$ cat src/rtl/adc_ctrl_regfile.sv
// AXI4-Lite register file for the ADC front end: config words, read-only
// status words, a command FIFO drained over AXI-Stream, and a control/status
// register for the FIFO.
module adc_ctrl_regfile #(
  parameter int NUM_CFG    = 2,
  parameter int NUM_STATUS = 2,
  parameter int CMD_DEPTH  = 16,
  parameter int ADDR_WIDTH = 8
) (
  input  logic                    aclk,
  input  logic                    aresetn,
  output logic [32*NUM_CFG-1:0]   cfg,
  input  logic [32*NUM_STATUS-1:0] status,
  output logic [31:0]             m_axis_tdata,
  output logic                    m_axis_tvalid,
  input  logic                    m_axis_tready,
  input  logic [31:0]             s_axi_lite_awaddr,
  input  logic [2:0]              s_axi_lite_awprot,
  input  logic                    s_axi_lite_awvalid,
  output logic                    s_axi_lite_awready,
  input  logic [31:0]             s_axi_lite_wdata,
  input  logic [3:0]              s_axi_lite_wstrb,
  input  logic                    s_axi_lite_wvalid,
  output logic                    s_axi_lite_wready,
  output logic [1:0]              s_axi_lite_bresp,
  output logic                    s_axi_lite_bvalid,
  input  logic                    s_axi_lite_bready,
  input  logic [31:0]             s_axi_lite_araddr,
  input  logic [2:0]              s_axi_lite_arprot,
  input  logic                    s_axi_lite_arvalid,
  output logic                    s_axi_lite_arready,
  output logic [31:0]             s_axi_lite_rdata,
  output logic [1:0]              s_axi_lite_rresp,
  output logic                    s_axi_lite_rvalid,
  input  logic                    s_axi_lite_rready
);

  localparam int PW = $clog2(CMD_DEPTH);
  localparam int LW = PW + 1;
  localparam int WA = ADDR_WIDTH - 2;
  localparam logic [1:0] OKAY   = 2'b00;
  localparam logic [1:0] SLVERR = 2'b10;

  // Word indices: config 0..15, status 16..31, CMD 32, CTRL 33
  localparam logic [31:0] IDX_STATUS = 32'd16;
  localparam logic [31:0] IDX_CMD    = 32'd32;
  localparam logic [31:0] IDX_CTRL   = 32'd33;

  typedef enum logic { W_IDLE, W_RESP } wstate_t;
  typedef enum logic { R_IDLE, R_DATA } rstate_t;

  wstate_t wstate;
  rstate_t rstate;

  logic          aw_done, w_done;
  logic [WA-1:0] aw_word_q;
  logic [31:0]   wdata_q;
  logic [3:0]    wstrb_q;

  logic          aw_hs, w_hs, ar_hs, pop;
  logic          commit;
  logic [31:0]   c_idx, c_data;
  logic [3:0]    c_strb;
  logic          hit_cfg, hit_cmd, hit_ctrl, cmd_ok;
  logic          push, ovf_set, ovf_clr, flush, cfg_we;
  logic [1:0]    wr_resp;

  logic [31:0]   cfg_q [NUM_CFG];
  logic [31:0]   mem [CMD_DEPTH];
  logic [PW-1:0] wr_ptr, rd_ptr;
  logic [LW-1:0] count;
  logic          full, empty, overflow;

  logic [31:0]   r_idx, rd_val;
  logic [1:0]    rd_resp;

  logic          unused_ok;
  assign unused_ok = ^{s_axi_lite_awprot, s_axi_lite_arprot,
                       s_axi_lite_awaddr[31:ADDR_WIDTH], s_axi_lite_awaddr[1:0],
                       s_axi_lite_araddr[31:ADDR_WIDTH], s_axi_lite_araddr[1:0]};

  assign aw_hs = s_axi_lite_awvalid & s_axi_lite_awready;
  assign w_hs  = s_axi_lite_wvalid & s_axi_lite_wready;
  assign ar_hs = s_axi_lite_arvalid & s_axi_lite_arready;

  assign empty         = (count == '0);
  assign full          = (count == LW'(CMD_DEPTH));
  assign m_axis_tvalid = !empty;
  assign m_axis_tdata  = mem[rd_ptr];
  assign pop           = m_axis_tvalid & m_axis_tready;

  for (genvar gi = 0; gi < NUM_CFG; gi++) begin : g_cfg
    assign cfg[32*gi +: 32] = cfg_q[gi];
  end

  // Commit-cycle decode: a channel handshaking this cycle bypasses its latch
  always_comb begin
    c_idx    = aw_hs ? 32'(s_axi_lite_awaddr[ADDR_WIDTH-1:2]) : 32'(aw_word_q);
    c_data   = w_hs ? s_axi_lite_wdata : wdata_q;
    c_strb   = w_hs ? s_axi_lite_wstrb : wstrb_q;
    commit   = (wstate == W_IDLE) && (aw_done || aw_hs) && (w_done || w_hs);
    hit_cfg  = (c_idx < 32'(NUM_CFG));
    hit_cmd  = (c_idx == IDX_CMD);
    hit_ctrl = (c_idx == IDX_CTRL);
    cmd_ok   = hit_cmd && (c_strb == 4'hF);
    push     = commit && cmd_ok && !full;
    ovf_set  = commit && cmd_ok && full;
    flush    = commit && hit_ctrl && c_strb[0] && c_data[0];
    ovf_clr  = commit && hit_ctrl && c_strb[1] && c_data[8];
    cfg_we   = commit && hit_cfg;
    wr_resp  = (hit_cfg || hit_ctrl || (cmd_ok && !full)) ? OKAY : SLVERR;
  end

  // Write channel FSM: latch AW and W independently, respond once both are in
  always_ff @(posedge aclk or negedge aresetn) begin
    if (!aresetn) begin
      wstate             <= W_IDLE;
      s_axi_lite_awready <= 1'b0;
      s_axi_lite_wready  <= 1'b0;
      s_axi_lite_bvalid  <= 1'b0;
      s_axi_lite_bresp   <= OKAY;
      aw_done            <= 1'b0;
      w_done             <= 1'b0;
      aw_word_q          <= '0;
      wdata_q            <= '0;
      wstrb_q            <= '0;
    end else begin
      case (wstate)
        W_IDLE: begin
          s_axi_lite_awready <= !(aw_done || aw_hs);
          s_axi_lite_wready  <= !(w_done || w_hs);
          if (aw_hs) begin
            aw_done   <= 1'b1;
            aw_word_q <= s_axi_lite_awaddr[ADDR_WIDTH-1:2];
          end
          if (w_hs) begin
            w_done  <= 1'b1;
            wdata_q <= s_axi_lite_wdata;
            wstrb_q <= s_axi_lite_wstrb;
          end
          if (commit) begin
            wstate            <= W_RESP;
            s_axi_lite_bvalid <= 1'b1;
            s_axi_lite_bresp  <= wr_resp;
            aw_done           <= 1'b0;
            w_done            <= 1'b0;
          end
        end
        W_RESP: begin
          if (s_axi_lite_bready) begin
            wstate             <= W_IDLE;
            s_axi_lite_bvalid  <= 1'b0;
            s_axi_lite_awready <= 1'b1;
            s_axi_lite_wready  <= 1'b1;
          end
        end
        default: wstate <= W_IDLE;
      endcase
    end
  end

  // Config registers with byte-lane enables
  always_ff @(posedge aclk or negedge aresetn) begin
    if (!aresetn) begin
      for (int i = 0; i < NUM_CFG; i++) cfg_q[i] <= '0;
    end else if (cfg_we) begin
      for (int i = 0; i < NUM_CFG; i++) begin
        if (c_idx == 32'(i)) begin
          for (int b = 0; b < 4; b++) begin
            if (c_strb[b]) cfg_q[i][8*b +: 8] <= c_data[8*b +: 8];
          end
        end
      end
    end
  end

  // FIFO storage; contents need no reset since level gates visibility
  always_ff @(posedge aclk) begin
    if (push) mem[wr_ptr] <= c_data;
  end

  // FIFO pointers and level; flush wins over a same-cycle pop
  always_ff @(posedge aclk or negedge aresetn) begin
    if (!aresetn) begin
      wr_ptr <= '0;
      rd_ptr <= '0;
      count  <= '0;
    end else if (flush) begin
      rd_ptr <= wr_ptr;
      count  <= '0;
    end else begin
      if (push) wr_ptr <= wr_ptr + 1'b1;
      if (pop)  rd_ptr <= rd_ptr + 1'b1;
      case ({push, pop})
        2'b10:   count <= count + 1'b1;
        2'b01:   count <= count - 1'b1;
        default: count <= count;
      endcase
    end
  end

  // Sticky overflow flag, set by a push into a full FIFO
  always_ff @(posedge aclk or negedge aresetn) begin
    if (!aresetn)     overflow <= 1'b0;
    else if (ovf_set) overflow <= 1'b1;
    else if (ovf_clr) overflow <= 1'b0;
  end

  // Read decode from current register state
  always_comb begin
    r_idx   = 32'(s_axi_lite_araddr[ADDR_WIDTH-1:2]);
    rd_val  = '0;
    rd_resp = SLVERR;
    for (int i = 0; i < NUM_CFG; i++) begin
      if (r_idx == 32'(i)) begin
        rd_val  = cfg_q[i];
        rd_resp = OKAY;
      end
    end
    for (int i = 0; i < NUM_STATUS; i++) begin
      if (r_idx == IDX_STATUS + 32'(i)) begin
        rd_val  = status[32*i +: 32];
        rd_resp = OKAY;
      end
    end
    if (r_idx == IDX_CMD) begin
      rd_val  = 32'(count);
      rd_resp = OKAY;
    end
    if (r_idx == IDX_CTRL) begin
      rd_val  = {23'd0, overflow, 6'd0, full, empty};
      rd_resp = OKAY;
    end
  end

  // Read channel FSM: register data on AR handshake, hold until accepted
  always_ff @(posedge aclk or negedge aresetn) begin
    if (!aresetn) begin
      rstate             <= R_IDLE;
      s_axi_lite_arready <= 1'b0;
      s_axi_lite_rvalid  <= 1'b0;
      s_axi_lite_rdata   <= '0;
      s_axi_lite_rresp   <= OKAY;
    end else begin
      case (rstate)
        R_IDLE: begin
          if (ar_hs) begin
            rstate             <= R_DATA;
            s_axi_lite_arready <= 1'b0;
            s_axi_lite_rvalid  <= 1'b1;
            s_axi_lite_rdata   <= rd_val;
            s_axi_lite_rresp   <= rd_resp;
          end else begin
            s_axi_lite_arready <= 1'b1;
          end
        end
        R_DATA: begin
          if (s_axi_lite_rready) begin
            rstate             <= R_IDLE;
            s_axi_lite_rvalid  <= 1'b0;
            s_axi_lite_arready <= 1'b1;
          end
        end
        default: rstate <= R_IDLE;
      endcase
    end
  end

endmodule

$ cat config.mk
export PLATFORM = sky130hd
export DESIGN_NAME = adc_ctrl_regfile
export DESIGN_NICKNAME = d
export VERILOG_FILES = /design/src/rtl/adc_ctrl_regfile.sv
export SDC_FILE = /design/constraint.sdc
export NUM_CORES = 1
export LEC_CHECK = 0
export BUFFER_PORTS_ARGS = -buffer_cell sky130_fd_sc_hd__buf_2
export CORE_AREA = 10 10 251 277
export CTS_BUF_LIST = sky130_fd_sc_hd__clkbuf_4
export CTS_CLUSTER_DIAMETER = 60
export CTS_CLUSTER_SIZE = 14
export DETAILED_ROUTE_END_ITERATION = 8
export DIE_AREA = 0 0 261 287
export PLACE_DENSITY_LB_ADDON = 0.3
export SYNTH_ARGS = -nofsm -noshare
export SYNTH_HDL_FRONTEND = slang
export SYNTH_SLANG_ARGS = --single-unit
$ cat constraint.sdc
create_clock -name aclk -period 6.6 [get_ports aclk]
set_input_delay 1.32 -clock aclk [delete_from_list [all_inputs] [get_ports aclk]]
set_output_delay 1.32 -clock aclk [all_outputs]
set_load 0.005 [all_outputs]
Word level (Yosys, flattened, before mapping)
Memory sizes are Yosys's and may differ from the RTL's.
Cells that the tools add are included.
Storage, ports and cells
  bits in writable memories: 512
  flip-flop bits (word level): 165
  input bits: 178
  logic and storage cells: 147
  memories: 1
  output and inout bits: 138
Operators by class
  add/subtract/negate cells: 4
  reductions and logical operators: 45
  eq/ne operators: 16
  magnitude comparators: 1
  bitwise logic cells: 7
  muxes and demuxes: 46
Memories
  mem: depth 16, width 32, rd ports 1, clocked after Yosys merged registers in 0, write ports 1, RTL line 69  | logic [31:0] mem [CMD_DEPTH];
Operator list (count)
  $mux W32: 7
  $logic_not A32 Y1: 1
  $eq A6 B6 Y1 const B: 4
  $reduce_and A3 Y1: 8
  $mux W1: 19
  $reduce_and A2 Y1: 8
  $mux W2: 7
  $pmux W1 S2: 7
  $logic_and A1 B1 Y1: 13
  $eq A6 B1 Y1 const B: 2
  $eq A6 B5 Y1 const B: 2
  $mux W4: 3
  $pmux W5 S2: 1
  $add A4 B1 Y4 const B: 2
  $ne A2 B2 Y1 const B: 4
  $reduce_bool A2 Y1: 4
  $logic_not A6 Y1: 1
  $lt A6 B2 Y1 const B: 1
  $mux W6: 1
  $add A5 B1 Y5 const B: 1
  $eq A5 B5 Y1 const B: 1
  $logic_not A5 Y1: 1
  $mux W5: 1
  $sub A5 B1 Y5 const B: 1
  8 further kinds: 19

Depth between registers and ports, before layout
Gate-level depths: netlist (run 1).
  word-level depth: 9
  gate-level depth with buffers: 11
  depth with buffers taken out: 10

Worst setup path before layout (run 1)
OpenSTA, ideal clock, no wires.
  path kind: input port to flip-flop
  start: in s_axi_lite_awvalid
  end: mem mem[3][0] (enable)
  arrival: 4735 ps
  setup slack: 1404 ps
  stages: 6
  data required time: 6139 ps
  path through: nand2_1 mux2i_4 nand4_1 a2111oi_4 nand2_1 nor3_1
On the way
  cells in the longest elaborated chain, start to end: 8
  elaborated cells on any way between the ends: 11
Ends and longest elaborated chain
  start, declared: RTL line 19  | input logic s_axi_lite_awvalid,
  $and A1 B1 Y1 *: RTL line 82  | assign aw_hs = s_axi_lite_awvalid & s_axi_lite_awready;
  $mux W6 or $logic_or A1 B1 Y1 (tied branches): RTL line 98, 101
  $eq A6 B6 Y1 or $logic_and A1 B1 Y1 (tied branches): RTL line 103, 101
  $logic_and A1 B1 Y1, on equally long branches: RTL line 105, 101
  $logic_and A1 B1 Y1 * (2 in a row): RTL line 106  | push = commit && cmd_ok && !full;
  $mux W1 *: RTL line 179  | if (push) mem[wr_ptr] <= c_data;
  $mux W1 (not written as such) *: RTL line 179
  end, declared: RTL line 69
Every way passes the cells marked *; elsewhere a longest branch is shown, timed or not.

Worst setup path after layout (run 1)
  start: reg rd_ptr[0]
  end: out m_axis_tdata[8]
On the way
  cells in the longest elaborated chain, start to end: 1
Ends and longest elaborated chain
  start, declared: RTL line 70  | logic [PW-1:0] wr_ptr, rd_ptr;
  start signal, assigned: RTL line 189  | rd_ptr <= wr_ptr;
  start signal, assigned: RTL line 193  | if (pop) rd_ptr <= rd_ptr + 1'b1;
  $mem_v2 Z16 W32
  end, declared: RTL line 14  | output logic [31:0] m_axis_tdata,
No other way between the ends.

==> results of run 1 <==
==> state kept, by name, summed over array words and instances (netlist names), 4 cells and up <==
name              cells
wstrb_q               4
aw_word_q             6
rd_ptr                4
mem                 512
count                 5
cfg                  64
wr_ptr                4
s_axi_lite_rdata     32
wdata_q              32
==> critical path: stages, from the launching register on <==
cell     delay, ns
dfrtp_4       0.98
buf_4         0.60
mux4_2        0.58
mux4_2        0.57
buf_2         0.17
==> cells in the final DEF (no fill, tap or decap), types with 33 or more instances in the layout <==
| cell | n |
|---|---|
| dfrtp_1 | 159 |
| mux2i_1 | 44 |
| edfxtp_1 | 512 |
| buf_2 | 254 |
| clkbuf_4 | 74 |
| mux4_2 | 189 |
| nand2_1 | 110 |
| mux2_2 | 47 |
| o21ai_1 | 33 |
| o21ai_0 | 48 |
| inv_1 | 39 |
==> stage by stage <==
step	util, %	hold WS (ns)	power, mW
floorplan	-	0.449	8.15
global placement	46.6	0.465	9.58
detailed placement	46.6	0.457	9.69
CTS	47.6	0.394	11.6
global route	47.6	0.450	12.0
finish	47.6	0.456	11.4
==> routing by layer <==
layer | wire length [um] | GRT usage, %
met1 | 26800 | 22.2
met3 | 4690 | 4.88
met4 | 1810 | 5.62
met2 | 34000 | 30.7
met5 | 80 | 0
==> how the worst max path moves through the flow <==
stage / startpoint / cells after the start / endpoint / slack (ns)
after floorplan: s_axi_lite_awvalid / 6 / mem[3][0]$_DFFE_PP_ / 1.40
after global placement: s_axi_lite_awvalid / 8 / mem[4][7]$_DFFE_PP_ / 2.11
after detailed placement: s_axi_lite_awvalid / 8 / mem[12][15]$_DFFE_PP_ / 2.05
after CTS: rd_ptr[0]$_DFFE_PN0P_ / 4 / m_axis_tdata[8] / 1.22
after global routing: rd_ptr[0]$_DFFE_PN0P_ / 4 / m_axis_tdata[8] / 1.16
final: rd_ptr[0]$_DFFE_PN0P_ / 4 / m_axis_tdata[8] / 1.44
==> cell families after synthesis <==
kind of cell	count (synthesis)	share of synthesized area [%]
buffers and inverters	108	1.65
and+or+nand+nor	197	3.42
adders and majority gates	6	0.277
muxes	281	19.4
other	1	0.0138
xor gates and xnor gates	8	0.286
DFF	675	71.8
AOI/OAI and AO/OA	136	3.24
==> cell type report <==
type | count | share of cell area (%)
antenna | 3 | 0.0248
clock buffer | 74 | 1.84
clock inverter | 9 | 0.389
inverter | 39 | 0.484
multi-input combinational | 630 | 24.3
sequential | 675 | 64.4
tap | 841 | 3.48
timing repair buffer | 288 | 5.14
==> power by group <==
group / total (mW) / internal (mW) / switching, mW
sequential: 5.86 / 5.39 / 0.475
clock: 1.89 / 0.601 / 1.29
combinational: 3.62 / 1.67 / 1.95
==> out/metrics.cfg, run 1 <==
[logic_synthesis]
synth_top_area_share_pct=56.7
synth_seq_cells=675
synthArstFlopShare_pct=24.1
syn_area_sq_mm=0.0271
synth.most_common_cell=edfxtp_1
yosysTopAreaCell=edfxtp_1
synth.distinct_cells=54
synth.top_cells.by_area=edfxtp_1, mux4_2, dfrtp_1
synth-edff-count=512
yosysWarnings=0
ys_top_cells_by_count=edfxtp_1, mux4_2, dfrtp_1
synthCells=1412
seq_area_frac_synth_pct=71.8
syn_avg_cell_area_sq_um=19.2
ys_dominant_reg_cell=edfxtp_1

[cells_and_area]
layout.nets=1874
instances_no_fill=2559
fin_area_sq_mm=0.0302
multi_input_area_sq_mm=0.00733
seqCellArea_sq_mm=0.0195
fill_cells=5319
syn2layout_area_growth_pct=11.5
drive_gt1_share_pct=37.9

[route]
dr.pass1.iters=5
drt_iter0_markers=997
via_count=14205
ant_nets=0
via_per_inst=5.55
routedWlPerCell_um=26.3
route.detailed.drc=0
totalWireLength_mm=67.4

[floorplan]
rows=97
die_width_um=261
initial_core_util_pct=42.7
io_pins=316
die-area_sq_mm=0.0749
design.core.area_sq_mm=0.0635
die_y_um=287

[placement]
detailed_place_hpwl_mm=44.7
dpl.cell_count=2473
place.gp.congestion=0.867
placed_area_sq_mm=0.0296
place_ws_ns=2.05
port_buffers=255

[timing]
finalWorstSetupSlack_ns=1.44
tightest_slew_ns=1.03
drv_slew=0
setup_viol=0
clock_skew_ns=0.0645
finalCritPeriodShare_pct=78.1
fmax_mhz=194
final.setup.tns_ns=0
rsz0062_at_grt=false
timing.slew.headroom_pct=31.3
hold_viol_final=0
timing.final.crit_period_ns=5.16

[clocking]
ctsResizeCount=0
cts_tree=yes
clockBufferDepth=3
clkSlewWorstSetupHoldPaths_ns=0.15
postCtsSetupRepairBufs=0
htree_num_levels=2
cts_root_buf=clkbuf_4
hold_buffers=0
clock-sinks=675
clk_latency_ns=0.90
cts_buffers=56

[critical_path]
critPathArrivalTime_ns=3.84
path_class=register to primary output
start_kind=register
end_kind=primary output
timing.rr.start=s_axi_lite_wready$_DFFE_PN0P_
worstPathRequired_ns=5.28
r2r_setup_slack_ns=3.05
rr_worst_depth=7
worstReg2RegEnd=mem[12][12]$_DFFE_PP_
cp_max_fo=40

[global_route]
grt_first_pass_wirelength_mm=101
grtUsageTotal_pct=18.1
grt_antenna_before_repair=11
grt_max_degree=82
grt_pass1_vias=15392
grt_overflow=0

[outcome]
outcome=completed

[power_and_ir_drop]
ir_worst_vdd_mv=0.238
power_density_mw_per_mm2=376
leakage_nw=11.0

[job]
maxCapViolCount=0

[min_path]
hp-class=input pin to async pin

Power figures use the tool's default switching activity.
==> run 2: changes to the inputs <==
ABC_AREA = 1   (was not set)
CORE_AREA = 10 10 254 280   (was 10 10 251 277)
DIE_AREA = 0 0 264 290   (was 0 0 261 287)
clock period = 4.6 ns   (was 6.6 ns; I/O delays follow)
==> run 2 against run 1 <==
Net effect:
- sequential share of layout area down 1.2 points
- clock skew down 0.0062 ns
- die area increased by 2.2%
- combinational power increased by 75%
- total power rose by 51%
- clock power grew 38%
- global-route usage is 1.8 points higher
- hold slack got worse by 0.42 ns
- setup slack worse by 1.2 ns
- critical path type unchanged
- largest power group unchanged
- highest routed layer unchanged
==> out/metrics.cfg, run 2 <==
[floorplan]
io_pins=316  ; unchanged
die_y_um=290  ; was 287 um
initial_core_util_pct=42.7  ; about the same
rows=98  ; was 97
die_width_um=264  ; was 261 um
design.core.area_sq_mm=0.0650  ; was 0.0635 sq mm
die-area_sq_mm=0.0766  ; was 0.0749 sq mm

[critical_path]
critPathArrivalTime_ns=3.42  ; was 3.84 ns
cp_max_fo=38  ; was 40
endpoint=m_axis_tdata[1]  ; was m_axis_tdata[8]
timing.rr.start=s_axi_lite_wready$_DFFE_PN0P_  ; unchanged
worstSetupStartpoint=rd_ptr[1]$_DFFE_PN0P_  ; was rd_ptr[0]$_DFFE_PN0P_
cp_top_family=flip-flops  ; was multiplexers
crit_top_cell=o22ai_1  ; was mux4_2
r2r_setup_slack_ns=1.37  ; was 3.05 ns
start_kind=register  ; unchanged
worstReg2RegEnd=mem[0][18]$_DFFE_PP_  ; was mem[12][12]$_DFFE_PP_
path_cells=buf_4 > o21ai_0 > o22ai_1 > nor2_1 > o22ai_1 > buf_2  ; was buf_4 > mux4_2 > mux4_2 > buf_2
rr_worst_depth=10  ; was 7
path_buf_inv=2  ; unchanged
critical_path_depth=6  ; was 4
cp_slowest_stage_delay_ns=0.97  ; was 0.98 ns
end_kind=primary output  ; unchanged
critPathSlowestCell=dfrtp_2  ; was dfrtp_4
path_class=register to primary output  ; unchanged
worstPathRequired_ns=3.68  ; was 5.28 ns

[cells_and_area]
syn2layout_area_growth_pct=11.0  ; was 11.5%
final_common_cell=edfxtp_1  ; unchanged
top_register=mem  ; unchanged
fin_area_sq_mm=0.0308  ; was 0.0302 sq mm
drive_gt1_share_pct=16.0  ; was 37.9%
layout_common_cells=edfxtp_1, o21ai_0, nor2_1  ; was edfxtp_1, buf_2, mux4_2
largest_register_ffs=512  ; unchanged
layout.nets=2844  ; was 1874

[placement]
place.gp.congestion=0.901  ; was 0.867
port_buffers=255  ; unchanged
placed_area_sq_mm=0.0302  ; was 0.0296 sq mm
detailed_place_hpwl_mm=49.4  ; was 44.7 mm

[global_route]
grt_overflow=0  ; unchanged
grt_max_degree=110  ; was 82
grt_first_pass_wirelength_mm=119  ; was 101 mm
grtUsageTotal_pct=19.9  ; was 18.1%
grt_antenna_before_repair=9  ; was 11
grt_pass1_vias=19757  ; was 15392

[timing]
rsz0062_at_grt=false  ; unchanged
fmax_mhz=231
hold_viol_final=0  ; unchanged
final.setup.tns_ns=0  ; unchanged
setup_viol=0  ; unchanged
clock_skew_ns=0.0583  ; was 0.0645 ns
holdWs_ns=0.0362  ; was 0.456 ns
tightest_slew_ns=1.21  ; was 1.03 ns
timing.slew.headroom_pct=19.4  ; was 31.3%
timing.final.crit_period_ns=4.34
drv_slew=0  ; unchanged
finalCritPeriodShare_pct=94.3

[route]
drt_iter0_markers=1717  ; was 997
ant_nets=0  ; unchanged
dr.pass1.iters=5  ; unchanged
routedWlPerCell_um=22.3  ; was 26.3 um
via_count=19923  ; was 14205
route.detailed.drc=0  ; unchanged
via_per_inst=5.64  ; was 5.55
totalWireLength_mm=78.9  ; was 67.4 mm

[outcome]
outcome=completed  ; unchanged

[logic_synthesis]
synth.top_cells.by_area=edfxtp_1, dfrtp_1, o21ai_0  ; was edfxtp_1, mux4_2, dfrtp_1
synth.distinct_cells=42  ; was 54
yosysWarnings=0  ; unchanged
ys_dominant_reg_cell=edfxtp_1  ; unchanged
synth_seq_cells=675  ; unchanged
synthCells=2453  ; was 1412
synthArstFlopShare_pct=24.1  ; unchanged
ys_top_cells_by_count=edfxtp_1, o21ai_0, nor2_1  ; was edfxtp_1, mux4_2, dfrtp_1
seq_area_frac_synth_pct=70.1  ; was 71.8%
yosysTopAreaCell=edfxtp_1  ; unchanged
syn_area_sq_mm=0.0277  ; was 0.0271 sq mm
synth.most_common_cell=edfxtp_1  ; unchanged
synth_top_area_share_pct=55.4  ; was 56.7%
syn_avg_cell_area_sq_um=11.3  ; was 19.2 sq um
synth-edff-count=512  ; unchanged

[clocking]
clk_latency_ns=0.90  ; about the same
clock-sinks=675  ; unchanged
cts_tree=yes  ; unchanged
clockBufferDepth=3  ; unchanged
cts_root_buf=clkbuf_4  ; unchanged
clkSlewWorstSetupHoldPaths_ns=0.15  ; about the same
cts_buffers=56  ; unchanged
htree_num_levels=2  ; unchanged
hold_buffers=0  ; unchanged
postCtsSetupRepairBufs=0  ; unchanged

[min_path]
hp-class=input pin to async pin  ; unchanged

[power_and_ir_drop]
power_density_mw_per_mm2=558  ; was 376 mW/mm^2
leakage_nw=11.7  ; was 11.0 nW
ir_worst_vdd_mv=0.317  ; was 0.238 mV
finalPower_mw=17.2  ; was 11.4 mW

[job]
maxCapViolCount=0  ; unchanged

==> run 2: power breakdown <==
part	total (mW)	switching (mW)	internal, mW
clock	2.61	1.87	0.748
sequential	8.21	0.540	7.67
combinational	6.35	4.39	1.96
==> run 2: logic make-up (layout without fill, tap and decap cells) <==
| logic type | count (synthesis) | in the layout | synth area share [%] |
|---|---|---|---|
| DFF | 675 | 675 | 70.1 |
| adders and majority gates | 6 | 6 | 0.271 |
| AOI/OAI and AO/OA | 800 | 800 | 15.6 |
| other | 1 | 3 | 0.0135 |
| and+or+nand+nor | 689 | 689 | 9.81 |
| xor gates and xnor gates | 7 | 7 | 0.221 |
| buffers and inverters | 275 | 503 | 3.93 |
==> run 2: how the worst min path moves through the flow <==
stage / start / end / depth (start not counted)
2_1_floorplan: rstate$_DFF_PN0_ / s_axi_lite_rvalid$_DFFE_PN0P_ / 1
3_3_place_gp: rstate$_DFF_PN0_ / s_axi_lite_rvalid$_DFFE_PN0P_ / 1
3_5_place_dp: rstate$_DFF_PN0_ / s_axi_lite_rvalid$_DFFE_PN0P_ / 1
4_1_cts: aresetn / s_axi_lite_rdata[25]$_DFFE_PN0P_ / 1
5_1_grt: aresetn / s_axi_lite_rdata[29]$_DFFE_PN0P_ / 1
6_report: aresetn / aw_word_q[1]$_DFFE_PN0P_ / 1
==> run 2: area by class of cell <==
class                           count  area [sq um]
Clock buffer                       74           556
Timing Repair Buffer              302          1860
Sequential cell                   675         19500
Tap cell                          850          1060
Inverter                          121           463
Clock inverter                      6          51.3
Multi-Input combinational cell   1504          7330
Antenna cell                        1          2.50
Fill cell                        5886         34200
==> run 2: stage by stage <==
stage	util (%)	cells	setup WS, ns
after detailed placement	46.4	3452	0.804
after global routing	47.4	3533	0.0364
after CTS	47.4	3532	0.104
final	47.4	3533	0.264
after global placement	46.4	3452	0.867
after floorplan	-	2454	0.987
==> run 2: metal layers <==
layer / track usage [%] / part of all wire [%] / vias to the layer above
met5: 0 / 0.084 / -
met4: 5.72 / 2.6 / 14
met3: 3.92 / 7.4 / 128
met2: 33.5 / 49 / 849
met1: 25.5 / 41 / 9825
li1: - / - / 9107
==> run 2: worst reg2reg max path, cell delays in order (launching register included) <==
cell and delay [ns]:
dfrtp_1 0.45, nand2_2 0.30, inv_1 0.19, nand2_1 0.09, o21ai_1 0.12, nor2_2 0.21
nand3_4 0.18, clkinv_2 0.15, nand2_1 0.24, nor2_4 0.65, buf_4 0.33
==> run 2: what timing repair did <==
action / in CTS / in global routing
endpoints found under the hold margin: 0 / 0
endpoints found under the setup margin: 0 / 1
resized for setup: 0 / 1
==> run 3: changes to the inputs <==
CORE_AREA = 10 10 226 249   (was 10 10 254 280)
DIE_AREA = 0 0 236 259   (was 0 0 264 290)
==> run 3 against run 2 <==
Net effect:
- clock-buffer cell count fell by 4
- wire length down 4.9%
- utilization increased by 12 points
- via count about the same
- critical path type unchanged
- sequential cell count unchanged
- register-to-register slack gained 0.04 ns
- global-route usage up 3.9 points
- non-clock buffer count grew 7
- first-iteration DRC count increased by 10%
- setup slack worse by 0.081 ns
- combinational power decreased by 3%
==> out/metrics.cfg, run 3 (synthesis gave the netlist of run 2 again) <==
[outcome]
outcome=completed  ; unchanged

[power_and_ir_drop]
power_density_mw_per_mm2=556  ; was 558 mW/mm^2
ir_worst_vdd_mv=0.361  ; was 0.317 mV
leakage_nw=11.7  ; about the same

[clocking]
cts_root_buf=clkbuf_4  ; unchanged
clockBufferDepth=3  ; unchanged
clock-sinks=675  ; unchanged
hold_buffers=0  ; unchanged
htree_num_levels=2  ; unchanged
cts_tree=yes  ; unchanged
postCtsSetupRepairBufs=0  ; unchanged
cts_buffers=54  ; was 56
clkSlewWorstSetupHoldPaths_ns=0.15  ; about the same
clk_latency_ns=0.89  ; was 0.90 ns
ctsResizeCount=0  ; unchanged

[critical_path]
path_cells=buf_12 > o21ai_0 > o22ai_1 > o21ai_0 > o22ai_1 > buf_2  ; was buf_4 > o21ai_0 > o22ai_1 > nor2_1 > o22ai_1 > buf_2
endpoint=m_axis_tdata[8]  ; was m_axis_tdata[1]
r2r_setup_slack_ns=1.41  ; was 1.37 ns
timing.rr.start=s_axi_lite_wready$_DFFE_PN0P_  ; unchanged
path_class=register to primary output  ; unchanged
critPathSlowestCell=dfrtp_4  ; was dfrtp_2
rr_worst_depth=10  ; unchanged
critPathArrivalTime_ns=3.50  ; was 3.42 ns
end_kind=primary output  ; unchanged
start_kind=register  ; unchanged
worstReg2RegEnd=mem[3][28]$_DFFE_PP_  ; was mem[0][18]$_DFFE_PP_
cp_slowest_stage_delay_ns=0.79  ; was 0.97 ns
worstPathRequired_ns=3.68  ; about the same
cp_top_family=compound AO/OA/AOI/OAI gates  ; was flip-flops
critical_path_depth=6  ; unchanged
path_buf_inv=2  ; unchanged
cp_max_fo=150  ; was 38
worstSetupStartpoint=rd_ptr[0]$_DFFE_PN0P_  ; was rd_ptr[1]$_DFFE_PN0P_

[floorplan]
die-area_sq_mm=0.0611  ; was 0.0766 sq mm
io_pins=316  ; unchanged
design.core.area_sq_mm=0.0511  ; was 0.0650 sq mm
initial_core_util_pct=54.3  ; was 42.7%
rows=87  ; was 98
die_width_um=236  ; was 264 um
die_y_um=259  ; was 290 um

[timing]
clock_skew_ns=0.0261  ; was 0.0583 ns
finalCritPeriodShare_pct=96.0  ; was 94.3%
hold_viol_final=0  ; unchanged
setup_viol=0  ; unchanged
drv_slew=0  ; unchanged
final.setup.tns_ns=0  ; unchanged
timing.final.crit_period_ns=4.42  ; was 4.34 ns
fmax_mhz=226  ; was 231 MHz
tightest_slew_ns=1.22  ; was 1.21 ns
rsz0062_at_grt=true  ; was false
timing.slew.headroom_pct=18.9  ; was 19.4%

[cells_and_area]
layout.nets=2849  ; was 2844
drive_gt1_share_pct=16.2  ; was 16.0%
fill_cells=4029  ; was 5886
layout_common_cells=edfxtp_1, o21ai_0, nor2_1  ; unchanged
top_register=mem  ; unchanged
final_common_cell=edfxtp_1  ; unchanged
largest_register_ffs=512  ; unchanged
syn2layout_area_growth_pct=9.80  ; was 11.0%
instances_no_fill=3358  ; was 3533

[route]
dr.pass1.iters=6  ; was 5
via_per_inst=5.94  ; was 5.64
ant_nets=0  ; unchanged
route.detailed.drc=0  ; unchanged
routedWlPerCell_um=22.4  ; was 22.3 um
totalWireLength_mm=75.1  ; was 78.9 mm
drt_iter0_markers=1894  ; was 1717
via_count=19934  ; was 19923

[global_route]
grtUsageTotal_pct=23.8  ; was 19.9%
grt_overflow=0  ; unchanged
grt_pass1_vias=19856  ; was 19757
grt_first_pass_wirelength_mm=114  ; was 119 mm
grt_max_degree=151  ; was 110
grt_antenna_before_repair=13  ; was 9

[placement]
dpl.cell_count=3276  ; was 3452
place.gp.congestion=0.888  ; was 0.901
detailed_place_hpwl_mm=48.4  ; was 49.4 mm
port_buffers=255  ; unchanged

[job]
maxCapViolCount=0  ; unchanged

[min_path]
hp-class=input pin to async pin  ; unchanged

run 3: power by group:
part           switching (mW)  leakage [nW]  internal, mW
clock network            1.79         0.358         0.753
registers               0.559          6.77          7.68
logic                    4.25          4.56          1.89
total                    6.60          11.7          10.3
run 3: per-stage QoR:
| step | power, mW | util [%] | setup WS, ns | instance area [sq um] | hold slack (ns) |
|---|---|---|---|---|---|
| 2_1_floorplan | 12.0 | - | 0.987 | 27700 | 0.417 |
| 4_1_cts | 17.0 | 59.6 | 0.0962 | 30400 | 0.0540 |
| 6_report | 16.9 | 59.7 | 0.183 | 30500 | 0.0432 |
| 3_3_place_gp | 14.3 | 58.5 | 1.00 | 29900 | 0.432 |
| 5_1_grt | 18.0 | 59.7 | -0.0429 | 30500 | 0.0535 |
| 3_5_place_dp | 14.5 | 58.5 | 0.894 | 29900 | 0.443 |
run 3: worst min path at each step:
| stage | startpoint | endpoint | cells past startpoint |
|---|---|---|---|
| 2_1_floorplan | rstate$_DFF_PN0_ | s_axi_lite_rvalid$_DFFE_PN0P_ | 1 |
| 3_3_place_gp | rstate$_DFF_PN0_ | s_axi_lite_rvalid$_DFFE_PN0P_ | 1 |
| 3_5_place_dp | rstate$_DFF_PN0_ | s_axi_lite_rvalid$_DFFE_PN0P_ | 1 |
| 4_1_cts | aresetn | s_axi_lite_rdata[27]$_DFFE_PN0P_ | 1 |
| 5_1_grt | aresetn | s_axi_lite_rdata[27]$_DFFE_PN0P_ | 1 |
| 6_report | aresetn | s_axi_lite_rdata[27]$_DFFE_PN0P_ | 1 |
run 3: routing by layer:
metal / up-vias / routed length [um] / track usage (%)
met5: - / 86 / 0
met4: 14 / 2640 / 8.98
met3: 182 / 6600 / 5.98
met2: 905 / 36900 / 40.4
met1: 9726 / 28900 / 28.9
li1: 9107 / - / -
run 3: cell type report:
| cell class | count | area (sq um) | area share (%) |
|---|---|---|---|
| antenna | 5 | 12.5 | 0.0411 |
| clock buffer | 70 | 526 | 1.73 |
| clock inverter | 7 | 55.1 | 0.181 |
| inverter | 121 | 463 | 1.52 |
| multi-input combinational | 1504 | 7330 | 24.1 |
| sequential | 675 | 19500 | 63.9 |
| tap | 667 | 835 | 2.74 |
| timing repair buffer | 309 | 1780 | 5.83 |
